$ cat src/rtl/computation_controller.sv
// Initiator side of the computation handshake: load, run one engine, capture the 2x2 result
// and stream it out as four bytes on a valid/ready port. All outputs are registered.
module computation_controller #(
  parameter int TIMEOUT_CYCLES = 64,
  parameter int TW             = 7
) (
  input  logic       clk,
  input  logic       rst,
  input  logic       start,
  input  logic [1:0] mode,
  output logic       busy,
  output logic       active_send,
  output logic       active_single,
  output logic       active_sa3,
  output logic       active_sa2,
  input  logic       done_send,
  input  logic       done_single,
  input  logic       done_sa3,
  input  logic       done_sa2,
  input  logic [7:0] c11,
  input  logic [7:0] c12,
  input  logic [7:0] c21,
  input  logic [7:0] c22,
  output logic       out_valid,
  input  logic       out_ready,
  output logic [7:0] out_data,
  output logic       out_last,
  output logic       err
);

  typedef enum logic [1:0] {
    S_IDLE    = 2'd0,
    S_SEND    = 2'd1,
    S_COMPUTE = 2'd2,
    S_DRAIN   = 2'd3
  } state_t;

  localparam logic [1:0]    MODE_SINGLE = 2'd0;
  localparam logic [1:0]    MODE_SA3    = 2'd1;
  localparam logic [1:0]    MODE_SA2    = 2'd2;
  localparam logic [1:0]    MODE_BAD    = 2'd3;
  localparam logic [TW-1:0] CNT_LAST    = TW'(TIMEOUT_CYCLES - 1);

  state_t          state_q, state_d;
  logic [1:0]      mode_q, mode_d;
  logic [TW-1:0]   cnt_q, cnt_d;
  logic [1:0]      idx_q, idx_d;
  logic [3:0][7:0] cap_q, cap_d;

  logic       busy_q, busy_d;
  logic       act_send_q, act_send_d;
  logic       act_single_q, act_single_d;
  logic       act_sa3_q, act_sa3_d;
  logic       act_sa2_q, act_sa2_d;
  logic       out_valid_q, out_valid_d;
  logic [7:0] out_data_q, out_data_d;
  logic       out_last_q, out_last_d;
  logic       err_q, err_d;

  logic done_sel;

  always_comb begin
    done_sel = 1'b0;
    case (mode_q)
      MODE_SINGLE: done_sel = done_single;
      MODE_SA3:    done_sel = done_sa3;
      MODE_SA2:    done_sel = done_sa2;
      default:     done_sel = 1'b0;
    endcase
  end

  always_comb begin
    state_d    = state_q;
    mode_d     = mode_q;
    cnt_d      = cnt_q;
    idx_d      = idx_q;
    cap_d      = cap_q;
    out_data_d = out_data_q;
    out_last_d = out_last_q;
    err_d      = 1'b0;

    case (state_q)
      S_IDLE: begin
        if (start) begin
          if (mode != MODE_BAD) begin
            mode_d  = mode;
            state_d = S_SEND;
            cnt_d   = '0;
          end else begin
            err_d = 1'b1;
          end
        end
      end

      S_SEND: begin
        if (done_send) begin
          state_d = S_COMPUTE;
          cnt_d   = '0;
        end else if (cnt_q == CNT_LAST) begin
          state_d = S_IDLE;
          err_d   = 1'b1;
        end else begin
          cnt_d = cnt_q + 1'b1;
        end
      end

      S_COMPUTE: begin
        if (done_sel) begin
          cap_d      = {c22, c21, c12, c11};
          state_d    = S_DRAIN;
          idx_d      = 2'd0;
          out_data_d = c11;
          out_last_d = 1'b0;
        end else if (cnt_q == CNT_LAST) begin
          state_d = S_IDLE;
          err_d   = 1'b1;
        end else begin
          cnt_d = cnt_q + 1'b1;
        end
      end

      S_DRAIN: begin
        // Advance only on an accepted handshake; data and last hold while stalled.
        if (out_valid_q && out_ready) begin
          if (idx_q == 2'd3) begin
            state_d    = S_IDLE;
            out_last_d = 1'b0;
          end else begin
            idx_d      = idx_q + 2'd1;
            out_data_d = cap_q[idx_q + 2'd1];
            out_last_d = (idx_q == 2'd2);
          end
        end
      end

      default: state_d = S_IDLE;
    endcase

    // Strobes are decoded from the next state so they are mutually exclusive and registered.
    busy_d       = (state_d != S_IDLE);
    act_send_d   = (state_d == S_SEND);
    act_single_d = (state_d == S_COMPUTE) && (mode_d == MODE_SINGLE);
    act_sa3_d    = (state_d == S_COMPUTE) && (mode_d == MODE_SA3);
    act_sa2_d    = (state_d == S_COMPUTE) && (mode_d == MODE_SA2);
    out_valid_d  = (state_d == S_DRAIN);
  end

  always_ff @(posedge clk) begin
    if (rst) begin
      state_q      <= S_IDLE;
      mode_q       <= '0;
      cnt_q        <= '0;
      idx_q        <= '0;
      cap_q        <= '0;
      busy_q       <= 1'b0;
      act_send_q   <= 1'b0;
      act_single_q <= 1'b0;
      act_sa3_q    <= 1'b0;
      act_sa2_q    <= 1'b0;
      out_valid_q  <= 1'b0;
      out_data_q   <= '0;
      out_last_q   <= 1'b0;
      err_q        <= 1'b0;
    end else begin
      state_q      <= state_d;
      mode_q       <= mode_d;
      cnt_q        <= cnt_d;
      idx_q        <= idx_d;
      cap_q        <= cap_d;
      busy_q       <= busy_d;
      act_send_q   <= act_send_d;
      act_single_q <= act_single_d;
      act_sa3_q    <= act_sa3_d;
      act_sa2_q    <= act_sa2_d;
      out_valid_q  <= out_valid_d;
      out_data_q   <= out_data_d;
      out_last_q   <= out_last_d;
      err_q        <= err_d;
    end
  end

  assign busy          = busy_q;
  assign active_send   = act_send_q;
  assign active_single = act_single_q;
  assign active_sa3    = act_sa3_q;
  assign active_sa2    = act_sa2_q;
  assign out_valid     = out_valid_q;
  assign out_data      = out_data_q;
  assign out_last      = out_last_q;
  assign err           = err_q;

endmodule
$ cat config.mk
export PLATFORM = sky130hd
export DESIGN_NAME = computation_controller
export DESIGN_NICKNAME = d
export VERILOG_FILES = /design/src/rtl/computation_controller.sv
export SDC_FILE = /design/constraint.sdc
export NUM_CORES = 1
export LEC_CHECK = 0
export ABC_CLOCK_PERIOD_IN_PS = 6300
export CORE_ASPECT_RATIO = 2
export CORE_MARGIN = 4
export CORE_UTILIZATION = 40
export CTS_CLUSTER_SIZE = 24
export DETAILED_ROUTE_END_ITERATION = 10
export PLACE_DENSITY = 0.7
export SETUP_SLACK_MARGIN = 0.5
export SLEW_MARGIN = 5
export SYNTH_ARGS = -nofsm -noshare
export SYNTH_HDL_FRONTEND = slang
export SYNTH_SLANG_ARGS = --single-unit
$ cat constraint.sdc
create_clock -name clk -period 6.3 [get_ports clk]
set_input_delay 1.575 -clock clk [delete_from_list [all_inputs] [get_ports clk]]
set_output_delay 1.575 -clock clk [all_outputs]
set_load 0.005 [all_outputs]
==> impl_results.md, run 1 <==
* Post-Layout Inst Area at 0.00365 sq mm
* Final hold vios at 0
* Mapped Avg Cell Area at 8.63 sq um
* Vias in the first global route at 2556
* GR peak layer: met2
* Worst r2r src: state_q[0]$_SDFF_PP0_
* EDFF count, synth at 0
* Placed cell areas at 0.00341 sq mm
* Setup crit end kind: flop
* Core area at 0.00689 sq mm
* Hold path depth at 2
* Max Clk Rate at 270 MHz
* Remaining global-route overflow at 0
* Die Y at 126 microns
* Slew margin rel. at 23.8%
* Post-Synth Simple-Gate Area at 20.6%
* Clk Latency, worst-skew pair at 330 ps
* Syn Inst Count at 325
* Core Util, Final at 53.1%
* VDD IR max at 182 uV
* DRC at 0
* P_leak at 1.29 nW
* IO Port Bufs at 57
* Die area at 0.00850 sq mm
* Final Wtd Congestion at 0.943
* DRT Pass-1 Iters at 4
* Cell variety after synth at 46
* Adder-Cell Fraction of Synth Area at 3.57%
* Multiplexer share of the synthesized area at 11.2%
* Post-Syn Area at 0.00281 sq mm
* Post-CTS Setup Repair Bufs at 0
* Num rows at 43
* WL final at 6.86 mm
* Initial DRC Count at 68
* Wire per inst at 14.7 microns
* Worst hold slack at 455 ps
* Post-synthesis xor/xnor area fraction at 0.312%
* Initial antenna violation count at 0
* Synthesized Nets at 375
* Total Routing Usage GR at 17.5%
* P&R area growth vs syn at 30.2%
* Unrepaired setup endpoints after global routing: false
* Setup-failing EPs final at 0
* CP arrival at 3960 ps
* Crit path time final at 3700 ps
* Final Max Tran Viols at 0
* Commonest non-fill, non-tap cells in the layout: nand2_1 (73), dfxtp_1 (61), clkdlybuf4s50_1 (56), a21oi_1 (44), nor2_1 (26)
* Primary FF master, synth: dfxtp_1
* CTS Hold Buffers Added at 0
* Type of origin of the critical path: primary input
* Async set-reset flop share out of synthesis at 0%
* Worst R2R End: cnt_q[3]$_SDFFE_PP0P_
* Status: complete, no violations
* Register clock-pin slew on the reported worst setup and hold paths at 50 ps
* CTS tree: done
* CTS resizes at 0
* R2R Setup Slk at 3470 ps
* Largest family of logic cells by synthesized area: simple AND/OR/NAND/NOR gates
* Setup TNS at 0 ps
* Max-cap violations at 0
* CTS max path bufs at 2
* Ys Warns at 0
* Crit-path max FO at 36
* Starting Density at 40.7%
* P per Cell Area at 261 mW/mm^2
* Worst hold endpoint: cap_q[22]$_SDFFE_PP0P_
* Fin nets at 425
* Worst min-delay path class: flop to flop
* Register area share after synthesis at 43.5%
* Final setup margin at 2600 ps
* Commonest non-fill, non-tap cell in the layout: nand2_1
* First-pass GRT wire length at 11.3 mm
* Die width at 67.2 microns
* Root Driver: clkbuf_16
* Fraction of layout cells with a size suffix above 1 at 8.20%
* GR Layer Usage met3 at 4.07%
* Htree depth at 3
* Drt via density at 5.30
* Period utilisation layout at 58.7%
* Pin count of the biggest net entering global routing at 52
* Count of boundary I/O pins at 58
* Skew final at 5.84 ps
* Clock Sinks at 61
* Worst-Margin Slew at 1140 ps
* Compound-cell area share of the yosys netlist at 16.9%
* Critical Path RT at 6560 ps
* Final ANT Viol Nets at 0
* Vias at 2480
* Hold Startpoint: cap_q[22]$_SDFFE_PP0P_
* Met2 Use GR at 31.0%
* WS Path Type: primary input to flop
* CTS Buf Count at 9
* Flops & latches, synth at 61
* Placement-stage worst setup slack at 2240 ps
* Met1 Usage GRT at 17.7%
* HPWL after detailed placement at 5.01 mm
* Reg2Reg Depth at 7
* Diode count at 0
state kept, by name, indices dropped and copies added, names as in the netlist:
register,cells
cap_q,32
out_data,8
cnt_q,7
idx_q,2
mode_q,2
state_q,2
active_sa2,1
active_sa3,1
active_send,1
active_single,1
busy,1
err,1
out_last,1
out_valid,1
per-stage QoR:
step	std cells	total power [mW]
finish	468	0.953
global route	468	0.988
CTS	468	0.959
detailed placement	454	0.546
global placement	454	0.542
floorplan	325	0.488
metal layers:
| layer | routed length [microns] | vias up |
|---|---|---|
| li1 | - | 1227 |
| met1 | 2520 | 1169 |
| met2 | 3780 | 63 |
| met3 | 274 | 21 |
| met4 | 290 | 0 |
| met5 | 0 | - |
synthesized netlist by cell type, types with 2 or more instances:
master | number | share of area [%]
ha_1 | 8 | 3.6
nand4_1 | 3 | 0.67
dfxtp_1 | 61 | 44
nand2_1 | 73 | 9.8
nand3_1 | 5 | 0.89
o31ai_1 | 2 | 0.54
or3_1 | 3 | 0.67
a31oi_1 | 2 | 0.45
buf_2 | 2 | 0.36
mux4_2 | 8 | 6.4
a21oi_1 | 44 | 7.9
mux2i_1 | 12 | 4.3
a211oi_1 | 9 | 2.4
o21ai_0 | 7 | 1.2
inv_1 | 8 | 1.1
clkbuf_1 | 14 | 1.9
nand3b_1 | 2 | 0.54
a22oi_1 | 2 | 0.54
nor3_1 | 7 | 1.2
nor2_1 | 26 | 3.5
a21boi_0 | 2 | 0.54
critical path, cell delays in order:
cell and delay [ps]:
clkdlybuf4s50_1 410, mux2_4 310, a21oi_4 710, nand3_1 370, or3_1 440, a21oi_1 140
report_power, final:
group / switching (mW) / internal (mW)
combinational: 0.0618 / 0.0645
clock: 0.156 / 0.259
sequential: 0.0120 / 0.400
total: 0.230 / 0.723
layout make-up:
type                    instances  area, sq um
well taps                      90          113
repair buffers                 57          566
clock buffers                  11          233
fillers                       680         3230
inverters                       8         30.0
flip-flops and latches         61         1220
multi-input cells             238         1480
clock inverters                 3         15.0
how the worst max path moves through the flow:
stage                     slack [ps]         from  cells after the start                     to
final                           2600  done_single                      6  cnt_q[3]$_SDFFE_PP0P_
after global routing            2400  done_single                      6  cnt_q[5]$_SDFFE_PP0P_
after CTS                       2600  done_single                      6  cnt_q[3]$_SDFFE_PP0P_
after detailed placement        2240  done_single                      6  cnt_q[3]$_SDFFE_PP0P_
after global placement          2320  done_single                      6  cnt_q[3]$_SDFFE_PP0P_
after floorplan                 3280  done_single                      5  active_sa2$_SDFF_PP0_
cells by family after synthesis:
kind of cell | count (synthesis)
and+or+nand+nor | 130
AOI/OAI and AO/OA | 78
DFF | 61
buffers and inverters | 26
muxes | 21
adders and majority gates | 8
xor gates and xnor gates | 1
No activity file was read; power rests on OpenSTA's default activity.
==> inputs of run 2 (changes only) <==
Settings changed: ABC_CLOCK_PERIOD_IN_PS 6300 to 3800.
Clock period 6.3 ns to 3.8 ns, I/O delays scaled along.
==> run 2 against run 1 <==
  * Combinational power is 67% higher
  * Setup slack got worse by 1500 ps
  * Non-clock buffer count is 4 higher
  * Design area rose by 1.2%
  * Largest cell class unchanged
  * Highest routed layer unchanged
==> impl_results.md, run 2 (same netlist as run 1, synthesis figures left out) <==
* Crit path time final at 2710 ps
* Fin nets at 429 (+0.94%)
* WL final at 6.97 mm (+1.6%)
* Max-cap violations at 0 (unchanged)
* DRC at 0 (unchanged)
* Worst path slowest cell: clkdlybuf4s50_1
* Worst-Margin Slew at 721 ps (-419 ps)
* CTS max path bufs at 2 (unchanged)
* Core area at 0.00689 sq mm (unchanged)
* Diode count at 0 (unchanged)
* Crit-path max FO at 19 (-47%)
* Final Wtd Congestion at 0.909 (-3.6%)
* Skew final at 3.10 ps (-2.74 ps)
* P_leak at 1.32 nW (+1.9%)
* Slew margin rel. at 51.9% (+28 points)
* Vias at 2482 (+0.081%)
* First-pass GRT wire length at 11.2 mm (-1.1%)
* Root Driver: clkbuf_16
* Final Max Tran Viols at 0 (unchanged)
* Period utilisation layout at 71.3%
* Starting Density at 40.7% (unchanged)
* P&R area growth vs syn at 31.8%
* Initial DRC Count at 79 (+16%)
* Largest register FFs at 32 (unchanged)
* Final ANT Viol Nets at 0 (unchanged)
* Die width at 67.2 microns (unchanged)
* CP arrival at 2960 ps (-1000 ps)
* Critical path depth at 6 (unchanged)
* Setup-failing EPs final at 0 (unchanged)
* Post-CTS Setup Repair Bufs at 0 (unchanged)
* Register clock-pin slew on the reported worst setup and hold paths at 50 ps (about the same)
* Top reg by flops: cap_q
* Setup crit end kind: flop
* Wire per inst at 14.7 microns (+0.57%)
* Count of boundary I/O pins at 58 (unchanged)
* Setup TNS at 0 ps (unchanged)
* CTS resizes at 0 (unchanged)
* Commonest non-fill, non-tap cell in the layout: nand2_1
* HPWL after detailed placement at 5.22 mm (+4.3%)
* Pin count of the biggest net entering global routing at 34 (-35%)
* Post-Layout Cell Count at 473 (+1.1%)
* Hold path depth at 2 (unchanged)
* Remaining global-route overflow at 0 (unchanged)
* Buf/Inv on CP at 1 (unchanged)
* Htree depth at 3 (unchanged)
* CP cell instances: clkdlybuf4s50_1, mux2_4, a21oi_4, nand3_1, or3_1, a21oi_1
* Vias in the first global route at 2504 (-2.0%)
* Reg2Reg Depth at 7 (unchanged)
* Clk Latency, worst-skew pair at 320 ps (about the same)
* Num rows at 43 (unchanged)
* Initial antenna violation count at 0 (unchanged)
* Die Y at 126 microns (unchanged)
* CTS tree: done
* Placed insts at 458 (+0.88%)
* Clock Sinks at 61 (unchanged)
* CTS Buf Count at 9 (unchanged)
* DRT Pass-1 Iters at 4 (unchanged)
* IO Port Bufs at 57 (unchanged)
* Worst min-delay path class: flop to flop
* Critical Path RT at 4050 ps (-2510 ps)
* Worst hold slack at 453 ps (-1.97 ps)
* P per Cell Area at 434 mW/mm^2 (+66%)
* Commonest non-fill, non-tap cells in the layout: nand2_1 (73), dfxtp_1 (61), clkdlybuf4s50_1 (56), a21oi_1 (44), nor2_1 (26)
* Final hold vios at 0 (unchanged)
* Max Clk Rate at 369 MHz
* Family with the most delay on the worst path: simple AND/OR/NAND/NOR gates
* VDD IR max at 321 uV (+77%)
* CTS Hold Buffers Added at 0 (unchanged)
* Die area at 0.00850 sq mm (unchanged)
* Unrepaired setup endpoints after global routing: false
* Type of origin of the critical path: primary input
* Critical Path Max Stage Delay at 420 ps (-290 ps)
* WS Path Type: primary input to flop
* Status: complete, no violations
* Total Routing Usage GR at 17.5% (+0.036 points)
* Drt via density at 5.25 (-0.98%)
* Fraction of layout cells with a size suffix above 1 at 9.14% (+0.94 points)
[run 2: area by class of cell]
class                   instances  area, sq um
fillers                       698         3190
well taps                      90          113
flip-flops and latches         61         1220
multi-input cells             238         1480
clock buffers                  13          250
repair buffers                 61          596
inverters                       8         30.0
clock inverters                 2         10.0
[run 2: final timing paths]
kind	to	start	slack, ps
hold / removal	cap_q[26]$_SDFFE_PP0P_	cap_q[26]$_SDFFE_PP0P_	450
setup reg to reg	cnt_q[5]$_SDFFE_PP0P_	state_q[0]$_SDFF_PP0_	1330
hold reg to reg	cap_q[26]$_SDFFE_PP0P_	cap_q[26]$_SDFFE_PP0P_	450
setup / recovery	cnt_q[5]$_SDFFE_PP0P_	done_single	1090
[run 2: layer usage]
layer | share of wire (%) | GRT usage [%]
met1 | 37 | 16.9
met2 | 55 | 31.3
met3 | 3.7 | 4.34
met4 | 4.8 | 11.2
met5 | 0 | 0
[run 2: through the flow]
stage / instance area [sq um] / total power, mW / setup WS [ps] / util, %
2_1_floorplan: 2810 / 0.808 / 1410 / -
4_1_cts: 3700 / 1.62 / 1090 / 53.7
3_5_place_dp: 3440 / 0.905 / 756 / 49.9
3_3_place_gp: 3440 / 0.901 / 833 / 49.9
6_report: 3700 / 1.60 / 1090 / 53.7
5_1_grt: 3700 / 1.67 / 928 / 53.7
[run 2: worst register-to-register path: cells and delay by family (launching register included)]
kind / cells / cell delay [ps]
compound gates: 2 / 540
fa+ha+maj: 1 / 300
buf+inv: 1 / 100
flops: 1 / 450
simple gates: 3 / 1010
[run 2: power breakdown]
group | switching [mW] | internal, mW
combinational | 0.102 | 0.108
sequential | 0.0204 | 0.664
clock | 0.257 | 0.452
==> inputs of run 3 (changes only) <==
Settings changed: ABC_CLOCK_PERIOD_IN_PS 3800 to 2600.
Clock period 3.8 ns to 2.6 ns, I/O delays scaled along.
==> run 3 against run 2 <==
  * Total power rose by 66%
  * Via count rose by 2.7%
  * First-iteration DRC count fell by 30%
  * Die area did not move
  * Critical path type is now flop to flop
  * Critical endpoint is now active_sa2$_SDFF_PP0_
  * Utilization rose by 2.9 points
  * Flip-flop and latch count did not move
  * Cell count rose by 2.7%
  * Non-clock buffer count rose by 12
==> impl_results.md, run 3 (same netlist as run 1, synthesis figures left out) <==
* Remaining global-route overflow at 0 (unchanged)
* Worst hold endpoint: cap_q[3]$_SDFFE_PP0P_
* Drt via density at 5.24 (about the same)
* Slew margin rel. at 65.5% (+14 points)
* Post-Layout Cell Count at 486 (+2.7%)
* Setup-failing EPs final at 0 (unchanged)
* Max Used Layer: met4
* CTS tree: done
* R2R Setup Slk at 550 ps (-780 ps)
* Wire per inst at 14.9 microns (+0.98%)
* Core area at 0.00689 sq mm (unchanged)
* Fin nets at 441 (+2.8%)
* Type of origin of the critical path: flop
* Starting Density at 40.7% (unchanged)
* WL final at 7.23 mm (+3.8%)
* Max Clk Rate at 488 MHz
* P per Cell Area at 683 mW/mm^2 (+58%)
* Htree depth at 3 (unchanged)
* CTS max path bufs at 2 (unchanged)
* Vias at 2549 (+2.7%)
* Die width at 67.2 microns (unchanged)
* Worst min-delay path class: flop to flop
* Unrepaired setup endpoints after global routing: false
* DR WL met2 at 4.01 mm (+5.0%)
* Clock Sinks at 61 (unchanged)
* Commonest non-fill, non-tap cells in the layout: nand2_1 (73), dfxtp_1 (57), clkdlybuf4s50_1 (53), a21oi_1 (43), nor2_1 (26)
* Num rows at 43 (unchanged)
* CP cell instances: inv_2, ha_4, and2b_2, a211o_1, or4_4, nand4_1, nor3_1
* Max-cap violations at 0 (unchanged)
* Setup TNS at 0 ps (unchanged)
* P&R area growth vs syn at 38.9%
* CP arrival at 2260 ps (-700 ps)
* Worst hold slack at 452 ps (-0.438 ps)
* Pin count of the biggest net entering global routing at 33 (-2.9%)
* Post-Layout Inst Area at 0.00390 sq mm (+5.4%)
* Placed insts at 465 (+1.5%)
* Register clock-pin slew on the reported worst setup and hold paths at 50 ps (about the same)
* Final Max Tran Viols at 0 (unchanged)
* Count of boundary I/O pins at 58 (unchanged)
* Setup crit end kind: flop
* HPWL after detailed placement at 5.20 mm (-0.42%)
* Initial DRC Count at 55 (-30%)
* Reg2Reg Depth at 7 (unchanged)
* Status: complete, no violations
* IO Port Bufs at 57 (unchanged)
* Fillers at 682 (-2.3%)
* Root Driver: clkbuf_16
* VDD IR max at 447 uV (+39%)
* Initial antenna violation count at 0 (unchanged)
* Skew final at 3.76 ps (+0.660 ps)
* Met3 routed WL at 264 microns (+1.5%)
* CTS Buf Count at 9 (unchanged)
* Diode count at 0 (unchanged)
* Worst R2R End: active_sa2$_SDFF_PP0_
* CTS Hold Buffers Added at 0 (unchanged)
* Fraction of layout cells with a size suffix above 1 at 15.2% (+6.0 points)
* Die Y at 126 microns (unchanged)
* Die area at 0.00850 sq mm (unchanged)
* Hold path depth at 2 (unchanged)
* First-pass GRT wire length at 11.6 mm (+3.9%)
* Hold Startpoint: cap_q[3]$_SDFFE_PP0P_
* Worst path slowest cell: or4_4
* Crit path time final at 2050 ps
* Total Routing Usage GR at 18.2% (+0.66 points)
* Final Wtd Congestion at 0.768 (-15%)
* Worst-Margin Slew at 518 ps (-203 ps)
* DRT Pass-1 Iters at 6 (+2)
* DRC at 0 (unchanged)
* Placed cell areas at 0.00350 sq mm (+2.0%)
* Final hold vios at 0 (unchanged)
* Commonest non-fill, non-tap cell in the layout: nand2_1
* Crit-path max FO at 8 (-11)
* Final ANT Viol Nets at 0 (unchanged)
* Vias in the first global route at 2601 (+3.9%)
* Clk Latency, worst-skew pair at 340 ps (+20 ps)
* Top reg by flops: cap_q
* WS Path Type: flop to flop
* Wl on met1 at 2.70 mm (+5.9%)
* Critical Path RT at 2810 ps (-1240 ps)
* Largest register FFs at 32 (unchanged)
* Critical Path Max Stage Delay at 530 ps (+110 ps)
* Worst r2r src: state_q[0]$_SDFF_PP0_
* Period utilisation layout at 78.8%
* P_leak at 1.42 nW (+7.8%)
-- run 3: changes by cell type in the layout (fill, tap and decap cells not counted), moves of 2 or more --
| cell | previous run | this run |
|---|---|---|
| clkdlybuf4s50_1 | 56 | 53 |
| dfxtp_2 | 0 | 3 |
| dfxtp_1 | 61 | 57 |
| bufinv_16 | 0 | 2 |
| dlygate4sd2_1 | 0 | 3 |
| buf_4 | 4 | 15 |
| clkbuf_1 | 3 | 1 |
-- run 3: layer usage --
layer,track usage (%),up-vias
met5,0,-
li1,-,1265
met4,11.8,0
met2,32.2,65
met3,3.63,19
met1,18.3,1200
-- run 3: worst max path at each step --
stage,slack (ps),cells after the start,to,start
finish,550,7,active_sa2$_SDFF_PP0_,state_q[0]$_SDFF_PP0_
global route,500,6,cnt_q[5]$_SDFFE_PP0P_,start
CTS,510,7,active_sa3$_SDFF_PP0_,state_q[0]$_SDFF_PP0_
detailed placement,40,7,active_sa3$_SDFF_PP0_,done_single
global placement,90,6,active_sa2$_SDFF_PP0_,done_single
floorplan,510,5,active_sa2$_SDFF_PP0_,done_single
-- run 3: worst max-delay path, delay by kind of cell (launching register included) --
kind            cells  cell delay, ps
flops               1             370
simple gates        4            1020
compound gates      1             310
fa+ha+maj           1             180
buf+inv             1              50
-- run 3: what timing repair did --
item	CTS	global route
gates resized for setup	6	7
endpoints found under the hold margin	0	0
buffers inserted	0	5
gates cloned	0	0
setup endpoints to repair	7	8
pin swaps	5	4
-- run 3: final cells by class --
type	instances	area (sq um)	area share, %
Sequential cell	61	1230	31.5
Multi-Input combinational cell	238	1500	38.6
Inverter	8	30.0	0.771
Timing Repair Buffer	73	694	17.8
Tap cell	90	113	2.89
Clock buffer	12	256	6.58
Clock inverter	4	70.1	1.80
-- run 3: stage by stage --
step | total power, mW | worst slack [ps] | utilization, %
after detailed placement | 1.35 | 37.8 | 50.9
after CTS | 2.65 | 506 | 55.8
after floorplan | 1.18 | 505 | -
final | 2.66 | 550 | 56.6
after global placement | 1.33 | 91.3 | 50.9
after global routing | 2.74 | 503 | 56.6
-- run 3: power breakdown --
group / internal, mW / switching [mW]
registers: 0.972 / 0.0290
clock network: 0.887 / 0.414
logic: 0.193 / 0.167
